[config.mk]
export PLATFORM = sky130hd
export DESIGN_NAME = vedic_div_16x8_flat
export DESIGN_NICKNAME = d
export VERILOG_FILES = /design/src/rtl/vedic_div_16x8_pkg.sv /design/src/rtl/vedic_div_16x8_if.sv /design/src/rtl/vedic_div_step.sv /design/src/rtl/vedic_div_16x8.sv /design/src/flat_wrapper.sv
export SDC_FILE = /design/constraint.sdc
export NUM_CORES = 1
export LEC_CHECK = 0
export CAP_MARGIN = 20
export CORE_UTILIZATION = 46
export DETAILED_ROUTE_END_ITERATION = 8
export GPL_ROUTABILITY_DRIVEN = 0
export PLACE_DENSITY = 0.85
export RECOVER_POWER = 100
export SETUP_SLACK_MARGIN = 0.2
export SLEW_MARGIN = 40
export SYNTH_ARGS = -nofsm -noshare
export SYNTH_HDL_FRONTEND = slang
export SYNTH_SLANG_ARGS = --single-unit
[constraint.sdc]
create_clock -name clk -period 1.98 [get_ports clk]
set_input_delay 0.594 -clock clk [delete_from_list [all_inputs] [get_ports clk]]
set_output_delay 0.594 -clock clk [all_outputs]
set_load 0.01 [all_outputs]
[src/rtl/vedic_div_16x8_pkg.sv]
// rtl/vedic_div_16x8_pkg.sv - shared widths, iteration count and FSM state type for the divider
package vedic_pkg;

  localparam int DW        = 8;
  localparam int DIV_ITERS = 2 * DW;
  localparam int CNT_W     = $clog2(DIV_ITERS);

  typedef enum logic [1:0] {
    IDLE,
    CALC,
    DONE
  } div_state_t;

endpackage

[src/rtl/vedic_div_16x8_if.sv]
// rtl/vedic_div_16x8_if.sv - operand and result valid/ready handshakes of the divider
interface vedic_div_16x8_if #(
  parameter int DW = vedic_pkg::DW
);

  logic              in_valid;
  logic              in_ready;
  logic [2*DW-1:0]   a;
  logic [DW-1:0]     b;
  logic              out_valid;
  logic              out_ready;
  logic [2*DW-1:0]   q;
  logic [DW-1:0]     r;
  logic              dz;

  modport master (
    output in_valid, a, b, out_ready,
    input  in_ready, out_valid, q, r, dz
  );

  modport slave (
    input  in_valid, a, b, out_ready,
    output in_ready, out_valid, q, r, dz
  );

endinterface

[src/rtl/vedic_div_step.sv]
// rtl/vedic_div_step.sv - one combinational restoring-division iteration
module vedic_div_step #(
  parameter int DW = 8
) (
  input  logic [DW:0]   rem,
  input  logic          din,
  input  logic [DW-1:0] divisor,
  output logic [DW:0]   rem_next,
  output logic          q_bit
);

  logic [DW+1:0] shifted;
  logic [DW+1:0] diff;

  // One extra guard bit so the sign of the trial subtraction is explicit.
  assign shifted  = {rem, din};
  assign diff     = shifted - {2'b00, divisor};
  assign q_bit    = ~diff[DW+1];
  assign rem_next = q_bit ? diff[DW:0] : shifted[DW:0];

endmodule

[src/rtl/vedic_div_16x8.sv]
// rtl/vedic_div_16x8.sv - iterative radix-2 restoring divider, 2*DW-bit dividend by DW-bit divisor
module vedic_div_16x8
  import vedic_pkg::*;
(
  input  logic              clk,
  input  logic              rst_n,
  vedic_div_16x8_if.slave   io
);

  div_state_t       state;
  logic [CNT_W-1:0] cnt;
  logic [DW:0]      rem;
  logic [2*DW-1:0]  quo;
  logic [DW-1:0]    div;
  logic             dz_q;
  logic             out_valid_q;
  logic [DW:0]      rem_next;
  logic             q_bit;

  vedic_div_step #(.DW(DW)) u_step (
    .rem      (rem),
    .din      (quo[2*DW-1]),
    .divisor  (div),
    .rem_next (rem_next),
    .q_bit    (q_bit)
  );

  always_ff @(posedge clk or negedge rst_n) begin
    if (!rst_n) begin
      state       <= IDLE;
      cnt         <= '0;
      rem         <= '0;
      quo         <= '0;
      div         <= '0;
      dz_q        <= 1'b0;
      out_valid_q <= 1'b0;
    end else begin
      case (state)
        IDLE: begin
          if (io.in_valid) begin
            div <= io.b;
            cnt <= CNT_W'(DIV_ITERS - 1);
            if (io.b == '0) begin
              // Divide-by-zero skips iteration and reports the dividend's low byte.
              quo         <= '1;
              rem         <= {1'b0, io.a[DW-1:0]};
              dz_q        <= 1'b1;
              out_valid_q <= 1'b1;
              state       <= DONE;
            end else begin
              quo   <= io.a;
              rem   <= '0;
              dz_q  <= 1'b0;
              state <= CALC;
            end
          end
        end
        CALC: begin
          rem <= rem_next;
          quo <= {quo[2*DW-2:0], q_bit};
          cnt <= cnt - 1'b1;
          if (cnt == '0) begin
            out_valid_q <= 1'b1;
            state       <= DONE;
          end
        end
        DONE: begin
          if (io.out_ready) begin
            out_valid_q <= 1'b0;
            state       <= IDLE;
          end
        end
        default: state <= IDLE;
      endcase
    end
  end

  assign io.in_ready  = (state == IDLE);
  assign io.out_valid = out_valid_q;
  assign io.q         = quo;
  assign io.r         = rem[DW-1:0];
  assign io.dz        = dz_q;

endmodule

[src/flat_wrapper.sv]
// flat-port wrapper written by rule: the top's interface ports become plain ports
module vedic_div_16x8_flat import vedic_pkg::*;
  (clk, rst_n, io_in_valid, io_a, io_b, io_out_ready, io_in_ready, io_out_valid, io_q, io_r, io_dz);
  vedic_div_16x8_if io_i ();
  input  logic clk;
  input  logic rst_n;
  input wire logic [$bits(io_i.in_valid)-1:0] io_in_valid;
  input wire logic [$bits(io_i.a)-1:0] io_a;
  input wire logic [$bits(io_i.b)-1:0] io_b;
  input wire logic [$bits(io_i.out_ready)-1:0] io_out_ready;
  output wire logic [$bits(io_i.in_ready)-1:0] io_in_ready;
  output wire logic [$bits(io_i.out_valid)-1:0] io_out_valid;
  output wire logic [$bits(io_i.q)-1:0] io_q;
  output wire logic [$bits(io_i.r)-1:0] io_r;
  output wire logic [$bits(io_i.dz)-1:0] io_dz;
  assign io_i.in_valid = io_in_valid;
  assign io_i.a = io_a;
  assign io_i.b = io_b;
  assign io_i.out_ready = io_out_ready;
  assign io_in_ready = io_i.in_ready;
  assign io_out_valid = io_i.out_valid;
  assign io_q = io_i.q;
  assign io_r = io_i.r;
  assign io_dz = io_i.dz;
  vedic_div_16x8 u_core (.clk(clk), .rst_n(rst_n), .io(io_i));
endmodule
==> results of run 1 <==
[cells in the final DEF, fill, tap and decap left out, types with 5 or more instances in the layout]
master / Yosys / routed
a211o_1: 8 / 8
a21oi_1: 29 / 28
buf_4: 10 / 31
clkbuf_1: 10 / 13
clkbuf_2: 0 / 6
clkbuf_8: 0 / 6
clkdlybuf4s50_1: 0 / 18
dfrtp_1: 41 / 41
dlygate4sd2_1: 0 / 24
ha_1: 9 / 7
inv_1: 14 / 13
mux2_1: 7 / 6
mux2i_1: 5 / 5
nand2_1: 39 / 39
nand3_1: 9 / 9
nand3b_1: 11 / 11
nor2_1: 13 / 13
o21ai_0: 8 / 8
[cells by family (layout without fill, tap and decap cells)]
| kind of cell | Yosys count | after routing | synth area share |
|---|---|---|---|
| multiplexers | 14 | 14 | 0.0591 |
| buffers and inverters | 39 | 127 | 0.0761 |
| AO/OA/AOI/OAI | 77 | 77 | 0.205 |
| flip-flops | 41 | 41 | 0.400 |
| adder cells (fa/ha/maj) | 10 | 10 | 0.0517 |
| AND/OR/NAND/NOR | 92 | 92 | 0.187 |
| XOR/XNOR | 5 | 5 | 0.0200 |
[worst reg2reg max path: stages (launching register included)]
cell and delay, ns:
dfrtp_1 0.39, ha_1 0.38, inv_1 0.09, o221ai_2 0.24, a21oi_4 0.07, xnor2_4 0.36
mux2i_1 0.15, a221o_1 0.30
[timing repair]
action,4_1_cts,5_1_grt
buffers inserted,3,2
cloned,1,0
resized for setup,48,21
hold buffers,0,0
endpoints found under the setup margin,56,21
pin swaps,9,7
hold endpoints to repair,0,0
[metal layers]
metal  vias up  wire length, um  global-route usage
met1      1202             2980               0.310
met2        72             3550               0.433
li1       1152                -                   -
met4         0              182              0.0923
met3        18              310              0.0381
met5         -                0                   0
[worst max-delay path by stage]
stage / startpoint / endpoint / slack, ns / cells after the start
finish: u_core.rem[6]$_DFFE_PN0P_ / u_core.rem[1]$_DFFE_PN0P_ / -0.1 / 7
global route: u_core.rem[0]$_DFFE_PN0P_ / u_core.rem[1]$_DFFE_PN0P_ / -0.18 / 7
CTS: u_core.rem[0]$_DFFE_PN0P_ / u_core.rem[7]$_DFFE_PN0P_ / -0.07 / 8
detailed placement: io_b[6] / u_core.rem[1]$_DFFE_PN0P_ / -0.31 / 7
global placement: io_b[6] / u_core.io.out_valid$_DFFE_PN0P_ / -0.27 / 8
floorplan: u_core.div[1]$_DFFE_PN0P_ / u_core.rem[3]$_DFFE_PN0P_ / 0.02 / 9
[area by class of cell]
cell class,instances,share of cell area
timing repair buffer,105,0.246
clock buffer,7,0.0243
clock inverter,1,0.00844
tap,70,0.0246
inverter,14,0.0148
sequential,41,0.288
multi-input combinational,198,0.393
[flip-flops by register name, indices dropped and copies added, names as in the netlist]
name                 flops
u_core.state             2
u_core.io.out_valid      1
u_core.div               8
u_core.cnt               4
u_core.io.dz             1
u_core.rem               9
u_core.io.q             16
[per-stage QoR]
| step | utilization | cells | power (uW) |
|---|---|---|---|
| global placement | 0.657 | 422 | 5590 |
| floorplan | - | 278 | 4080 |
| CTS | 0.687 | 434 | 6390 |
| finish | 0.680 | 436 | 6510 |
| detailed placement | 0.657 | 422 | 5750 |
| global route | 0.680 | 436 | 6970 |
[synth_stat cells (5+ instances only)]
master / n
dfrtp_1: 41
nand2_1: 39
a21oi_1: 29
inv_1: 14
nor2_1: 13
nand3b_1: 11
buf_4: 10
clkbuf_1: 10
ha_1: 9
nand3_1: 9
a211o_1: 8
o21ai_0: 8
mux2_1: 7
mux2i_1: 5
[power groups by stage]
stage / sequential (uW) / clock (uW) / combinational, uW
global placement: 1510 / 0 / 4090
floorplan: 1560 / 0 / 2520
finish: 1510 / 707 / 4290
CTS: 1500 / 720 / 4170
detailed placement: 1520 / 0 / 4230
global route: 1560 / 752 / 4660
==> key figures, run 1 <==
Floorplanning
  • Num rows: 26
  • Die area: 0.00588 mm2
  • DIE WIDTH: 76.7 um
  • Initial Utilization: 0.489
  • Die H: 76.7 um
  • Ports: 55
  • Core area: 0.00524 mm2

Global route
  • Number of global-route vias before repair: 2378
  • Gr usage total: 0.248
  • Largest net degree at the start of global routing: 42
  • Initial antenna violation count: 0
  • Congestion Overflow GR: 0
  • First-pass GRT wire length: 11400 um

Power and ir drop
  • Pwr dens: 1830 mW/mm2
  • Sw frac: 0.417
  • Leakage: 0.00170 uW
  • Sequential power share: 0.232
  • Max VDD drop: 813 uV
  • Logic gate share of total power: 0.659
  • Clock Power Share: 0.109
  • Pint: 3800 uW
  • Switching power: 2720 uW

Synth
  • Netlist area before placement: 0.00256 mm2
  • Seq/Total Area, Yosys: 0.400
  • EDFF count, synth: 0
  • Gate Count Post-Synth: 278
  • Synth unique cells: 50
  • Warnings, synthesis: 0
  • Async SR Flop Fraction: 1.00
  • Synth Flop Type: dfrtp_1
  • #FFs+latches synth: 41
  • Synth area leaders: dfrtp_1 40%, nand2_1 5.7%, a21oi_1 5.7%
  • Syn_area_per_cell: 9.22 um2
  • Area leader, netlist: dfrtp_1
  • Syn_nets: 316
  • Synth top area share: 0.400

Setup path
  • Crit-path leading delay family: compound AO/OA/AOI/OAI gates
  • CP Class: register to register
  • Critical R2R Launch: u_core.rem[6]$_DFFE_PN0P_
  • Crit path required time: 2.18 ns
  • Worst Path Arrival: 2.27 ns
  • Reg2reg setup slack: -0.1 ns
  • Critical Path Fanout Max: 8
  • Worst path cell trace: ha_1 > inv_1 > o221ai_2 > a21oi_4 > xnor2_4 > mux2i_1 > a221o_1
  • RR Endpoint: u_core.rem[1]$_DFFE_PN0P_
  • Crit end category: register
  • Slowest stage delay, CP: 0.39 ns
  • CP max-delay cell: dfrtp_1
  • Worst setup SP type: register
  • CP bufs+invs: 1
  • FF-to-FF path depth: 7

STA
  • Total negative slack: -0.536 ns
  • Hold Fails Final Rpt: 0
  • Tcrit/Tclk final: 1.05
  • Worst setup margin: -0.0970 ns
  • Worst slew pin tran: 1.04 ns
  • Fmax: 0.481 GHz
  • Slew headroom: 0.310
  • RSZ-0062 raised after global routing: true
  • Min Tclk post-route: 2.08 ns
  • Final setup fails: 10
  • Clock skew: 0.0132 ns
  • Fin. max-slew vios: 0
  • Final Hold Slack: 0.481 ns

Route
  • DRC: 0
  • Via-to-Cell Ratio: 5.61
  • DR iter-0 viols: 134
  • Final ANT Viol Nets: 0
  • Via Count: 2444
  • DR WL/cell: 16.1 um
  • Drt total wl: 7030 um
  • First-pass DRT Iterations: 5

Run
  • Max cap viols: 0

CTS
  • Clk root buf: clkbuf_8
  • Clk_lat worst skew: 0.30 ns
  • CTS Sinks: 41
  • H-Tree Level Count: 2
  • Reg clk slew, reported paths: 0.08 ns
  • Number of CTS-inserted buffers: 5
  • Clock buffer depth: 2
  • CTS tree: done

Min path
  • Hold crit path type: register to register
  • Hold depth: 2
  • Hold endpoint: u_core.io.dz$_DFFE_PN0P_
  • Hold Crit Start: u_core.io.dz$_DFFE_PN0P_

Finish
  • Nets: 403
  • Fill cells: 404
  • Sequential Area: 0.00103 mm2
  • Ant diodes: 0
  • Proportion of layout cells with a drive suffix above 1: 0.210
  • Area delta synth->final: 38.8%
  • Multi-input logic area: 0.00140 mm2
  • Finished Cell Area: 0.00356 mm2

Outcome
  • Failing checks: setup timing
  • Outcome: complete, but fails checks

Place
  • Port bufs: 54
  • Pre-CTS setup slack: -0.315 ns
  • Post-DP Area: 0.00344 mm2
  • Hpwl dp: 4990 um
Note: power is estimated with default switching activity, not from simulation.
==> run 2, diff against run 1 <==
--- a/config.mk
+++ b/config.mk
@@ -6,13 +6,14 @@
 export NUM_CORES = 1
 export LEC_CHECK = 0
 export CAP_MARGIN = 20
-export CORE_UTILIZATION = 46
+export CORE_UTILIZATION = 47
 export DETAILED_ROUTE_END_ITERATION = 8
 export GPL_ROUTABILITY_DRIVEN = 0
-export PLACE_DENSITY = 0.85
+export PLACE_DENSITY = 0.86
 export RECOVER_POWER = 100
 export SETUP_SLACK_MARGIN = 0.2
 export SLEW_MARGIN = 40
 export SYNTH_ARGS = -nofsm -noshare
 export SYNTH_HDL_FRONTEND = slang
+export SYNTH_HIERARCHICAL = 1
 export SYNTH_SLANG_ARGS = --single-unit
==> key figures, run 2 <==
Outcome
  • Outcome: complete, but fails checks (unchanged)
  • Failing checks: setup timing (unchanged)

STA
  • Final Hold Slack: 0.516 ns (was 0.481 ns)
  • Total negative slack: -3.26 ns (was -0.536 ns)
  • Clock skew: 0.00919 ns (was 0.0132 ns)
  • Final setup fails: 10 (unchanged)
  • Hold Fails Final Rpt: 0 (unchanged)
  • Worst slew pin tran: 1.25 ns (was 1.04 ns)
  • Fin. max-slew vios: 0 (unchanged)
  • Worst setup margin: -0.412 ns (was -0.0970 ns)
  • Tcrit/Tclk final: 1.21 (was 1.05)
  • Slew headroom: 0.167 (was 0.310)
  • Fmax: 0.418 GHz (was 0.481 GHz)
  • RSZ-0062 raised after global routing: true (unchanged)
  • Min Tclk post-route: 2.39 ns (was 2.08 ns)

CTS
  • Clk root buf: clkbuf_8 (unchanged)
  • H-Tree Level Count: 2 (unchanged)
  • Hold-fix buffers, CTS: 0 (unchanged)
  • Clock buffer depth: 2 (unchanged)
  • Reg clk slew, reported paths: 0.08 ns (about the same)
  • Number of CTS-inserted buffers: 5 (unchanged)
  • CTS Sinks: 41 (unchanged)
  • Clk_lat worst skew: 0.30 ns (about the same)
  • CTS tree: done (unchanged)

Global route
  • Initial antenna violation count: 0 (unchanged)
  • Number of global-route vias before repair: 2485 (was 2378)
  • First-pass GRT wire length: 12200 um (was 11400 um)
  • Largest net degree at the start of global routing: 42 (unchanged)
  • Global-route met2 utilization: 0.450 (was 0.433)
  • Gr usage total: 0.260 (was 0.248)
  • Grt met1 use: 0.337 (was 0.310)
  • Grt met3 use: 0.0412 (was 0.0381)
  • GRT Max-Usage Layer: met2 (unchanged)
  • Congestion Overflow GR: 0 (unchanged)

Synth
  • Netlist area before placement: 0.00268 mm2 (was 0.00256 mm2)
  • Syn_nets: 307 (was 316)
  • Synth unique cells: 56 (was 50)
  • Synth cell count leaders: 41 x dfrtp_1, 23 x a21oi_1, 19 x inv_1, 19 x nand2_1, 17 x a22oi_1 (was 41 x dfrtp_1, 39 x nand2_1, 29 x a21oi_1)
  • Gate Count Post-Synth: 269 (was 278)
  • Synth top area share: 0.383 (was 0.400)
  • Area leader, netlist: dfrtp_1 (unchanged)
  • Top-count cell post-synth: dfrtp_1 (unchanged)
  • Synth area leaders: dfrtp_1 38%, a22oi_1 4.8%, a21oi_1 4.3% (was dfrtp_1 40%, nand2_1 5.7%, a21oi_1 5.7%)
  • #FFs+latches synth: 41 (unchanged)
  • Syn_area_per_cell: 9.96 um2 (was 9.22 um2)
  • Synth Flop Type: dfrtp_1 (unchanged)
  • Seq/Total Area, Yosys: 0.383 (was 0.400)
  • Warnings, synthesis: 6 (was 0)
  • EDFF count, synth: 0 (unchanged)
  • Async SR Flop Fraction: 1.00 (unchanged)

Finish
  • Proportion of layout cells with a drive suffix above 1: 0.364 (was 0.210)
  • Fill cells: 384 (was 404)
  • Number of flip-flops in the largest register: 16 (unchanged)
  • Area delta synth->final: 48.7% (was 38.8%)
  • Nets: 413 (was 403)
  • Most common cell after layout, fill and taps aside: buf_4 (was dfrtp_1)
  • Most frequent cells in the layout: 58 x buf_4, 41 x dfrtp_1, 24 x dlygate4sd2_1, 20 x clkdlybuf4s50_1, 19 x nand2_1 (was 41 x dfrtp_1, 39 x nand2_1, 31 x buf_4, 28 x a21oi_1, 24 x dlygate4sd2_1)
  • Ant diodes: 0 (unchanged)
  • Final core occ: 0.723 (was 0.680)

Place
  • Port bufs: 54 (unchanged)
  • Pre-CTS setup slack: -0.499 ns (was -0.315 ns)
  • Hpwl dp: 5350 um (was 4990 um)

Setup path
  • Worst setup SP type: register (unchanged)
  • RR Endpoint: u_core/rem[5]$_DFFE_PN0P_ (was u_core.rem[1]$_DFFE_PN0P_)
  • FF-to-FF path depth: 9 (was 7)
  • Critical path origin: u_core/rem[0]$_DFFE_PN0P_ (was u_core.rem[6]$_DFFE_PN0P_)
  • CP Class: register to register (unchanged)
  • Critical R2R Launch: u_core/rem[0]$_DFFE_PN0P_ (was u_core.rem[6]$_DFFE_PN0P_)
  • Setup crit end: u_core/rem[5]$_DFFE_PN0P_ (was u_core.rem[1]$_DFFE_PN0P_)
  • Worst Path Arrival: 2.58 ns (was 2.27 ns)
  • Crit path required time: 2.17 ns (was 2.18 ns)
  • Reg2reg setup slack: -0.41 ns (was -0.1 ns)
  • Critical Path Fanout Max: 8 (unchanged)
  • Crit end category: register (unchanged)

Route
  • Via Count: 2539 (was 2444)
  • DR iter-0 viols: 187 (was 134)
  • Drt total wl: 7720 um (was 7030 um)
  • DRC: 0 (unchanged)
  • First-pass DRT Iterations: 4 (was 5)
  • DR WL/cell: 17.2 um (was 16.1 um)
  • Final ANT Viol Nets: 0 (unchanged)
  • Via-to-Cell Ratio: 5.67 (was 5.61)

Power and ir drop
  • Max VDD drop: 1100 uV (was 813 uV)
  • Leakage: 0.00181 uW (was 0.00170 uW)
  • Pwr dens: 1970 mW/mm2 (was 1830 mW/mm2)

Floorplanning
  • Ports: 55 (unchanged)
  • Die area: 0.00601 mm2 (was 0.00588 mm2)
  • Num rows: 27 (was 26)
  • Core area: 0.00551 mm2 (was 0.00524 mm2)
  • DIE WIDTH: 77.5 um (was 76.7 um)
  • Die H: 77.5 um (was 76.7 um)
  • Initial Utilization: 0.486 (was 0.489)

Run
  • Max cap viols: 0 (unchanged)

Min path
  • Hold Crit Start: u_core/div[4]$_DFFE_PN0P_ (was u_core.io.dz$_DFFE_PN0P_)
  • Hold crit path type: register to register (unchanged)
## run 2: stage by stage
stage / total power (uW) / instances / instance area, um2
2_1_floorplan: 4940 / 269 / 2760
3_3_place_gp: 6580 / 427 / 3660
3_5_place_dp: 6780 / 427 / 3660
4_1_cts: 7440 / 441 / 3830
5_1_grt: 8370 / 448 / 3980
6_report: 7830 / 448 / 3980
## run 2: cell families after synthesis
group	count (synthesis)	share of synthesized area
AOI/OAI and AO/OA	86	0.235
xor gates and xnor gates	5	0.0164
adders and majority gates	10	0.0495
buffers and inverters	45	0.0873
DFF	41	0.383
muxes	15	0.0691
and+or+nand+nor	67	0.160
## run 2: per-layer routing
layer / vias to the layer above / routed length [um]
li1: 1191 / -
met1: 1252 / 3240
met2: 83 / 3930
met3: 13 / 409
met4: 0 / 132
met5: - / 0
## run 2: where the power goes
group          switching (uW)  total [uW]  internal [uW]
Clock                     306         549            244
Combinational            2690        5750           3060
Sequential                302        1530           1230
## run 2: how the worst min path moves through the flow
stage                                        to  cells past startpoint
global route          u_core/div[4]$_DFFE_PN0P_                      1
floorplan             u_core/cnt[0]$_DFFE_PN0P_                      0
detailed placement    u_core/div[4]$_DFFE_PN0P_                      1
global placement      u_core/div[3]$_DFFE_PN0P_                      1
finish                u_core/div[4]$_DFFE_PN0P_                      1
CTS                 u_core/io.q[11]$_DFFE_PN0P_                      1
## run 2: what timing repair did
action | in CTS | in global routing
pin swaps | 9 | 4
resized for setup | 44 | 24
buffers inserted | 6 | 6
gates cloned | 0 | 1
setup endpoints to repair | 54 | 31
## run 2: worst max-delay path, stage by stage, from the launching register on
cell and delay (ns):
dfrtp_1 0.43, ha_4 0.29, nand2b_4 0.06, a211oi_4 0.27, o21ai_2 0.10, a211o_4 0.40, mux2_4 0.32, inv_2 0.05
a21oi_2 0.04, o32a_1 0.33
## run 2: layout make-up
class / count / area [um2] / area share
inverters: 20 / 75.1 / 0.0189
repair buffers: 124 / 1100 / 0.276
clock buffers: 5 / 68.8 / 0.0173
multi-input cells: 183 / 1600 / 0.403
flip-flops and latches: 41 / 1030 / 0.258
well taps: 72 / 90.1 / 0.0226
clock inverters: 3 / 17.5 / 0.00440
==> run 3, diff against run 2 <==
--- a/config.mk
+++ b/config.mk
@@ -7,6 +7,7 @@
 export LEC_CHECK = 0
 export CAP_MARGIN = 20
 export CORE_UTILIZATION = 47
+export CTS_BUF_LIST = sky130_fd_sc_hd__clkbuf_8 sky130_fd_sc_hd__clkbuf_16
 export DETAILED_ROUTE_END_ITERATION = 8
 export GPL_ROUTABILITY_DRIVEN = 0
 export PLACE_DENSITY = 0.86
==> results of run 3 <==
No change in the layout: final DEF, timing and power equal those of run 2.
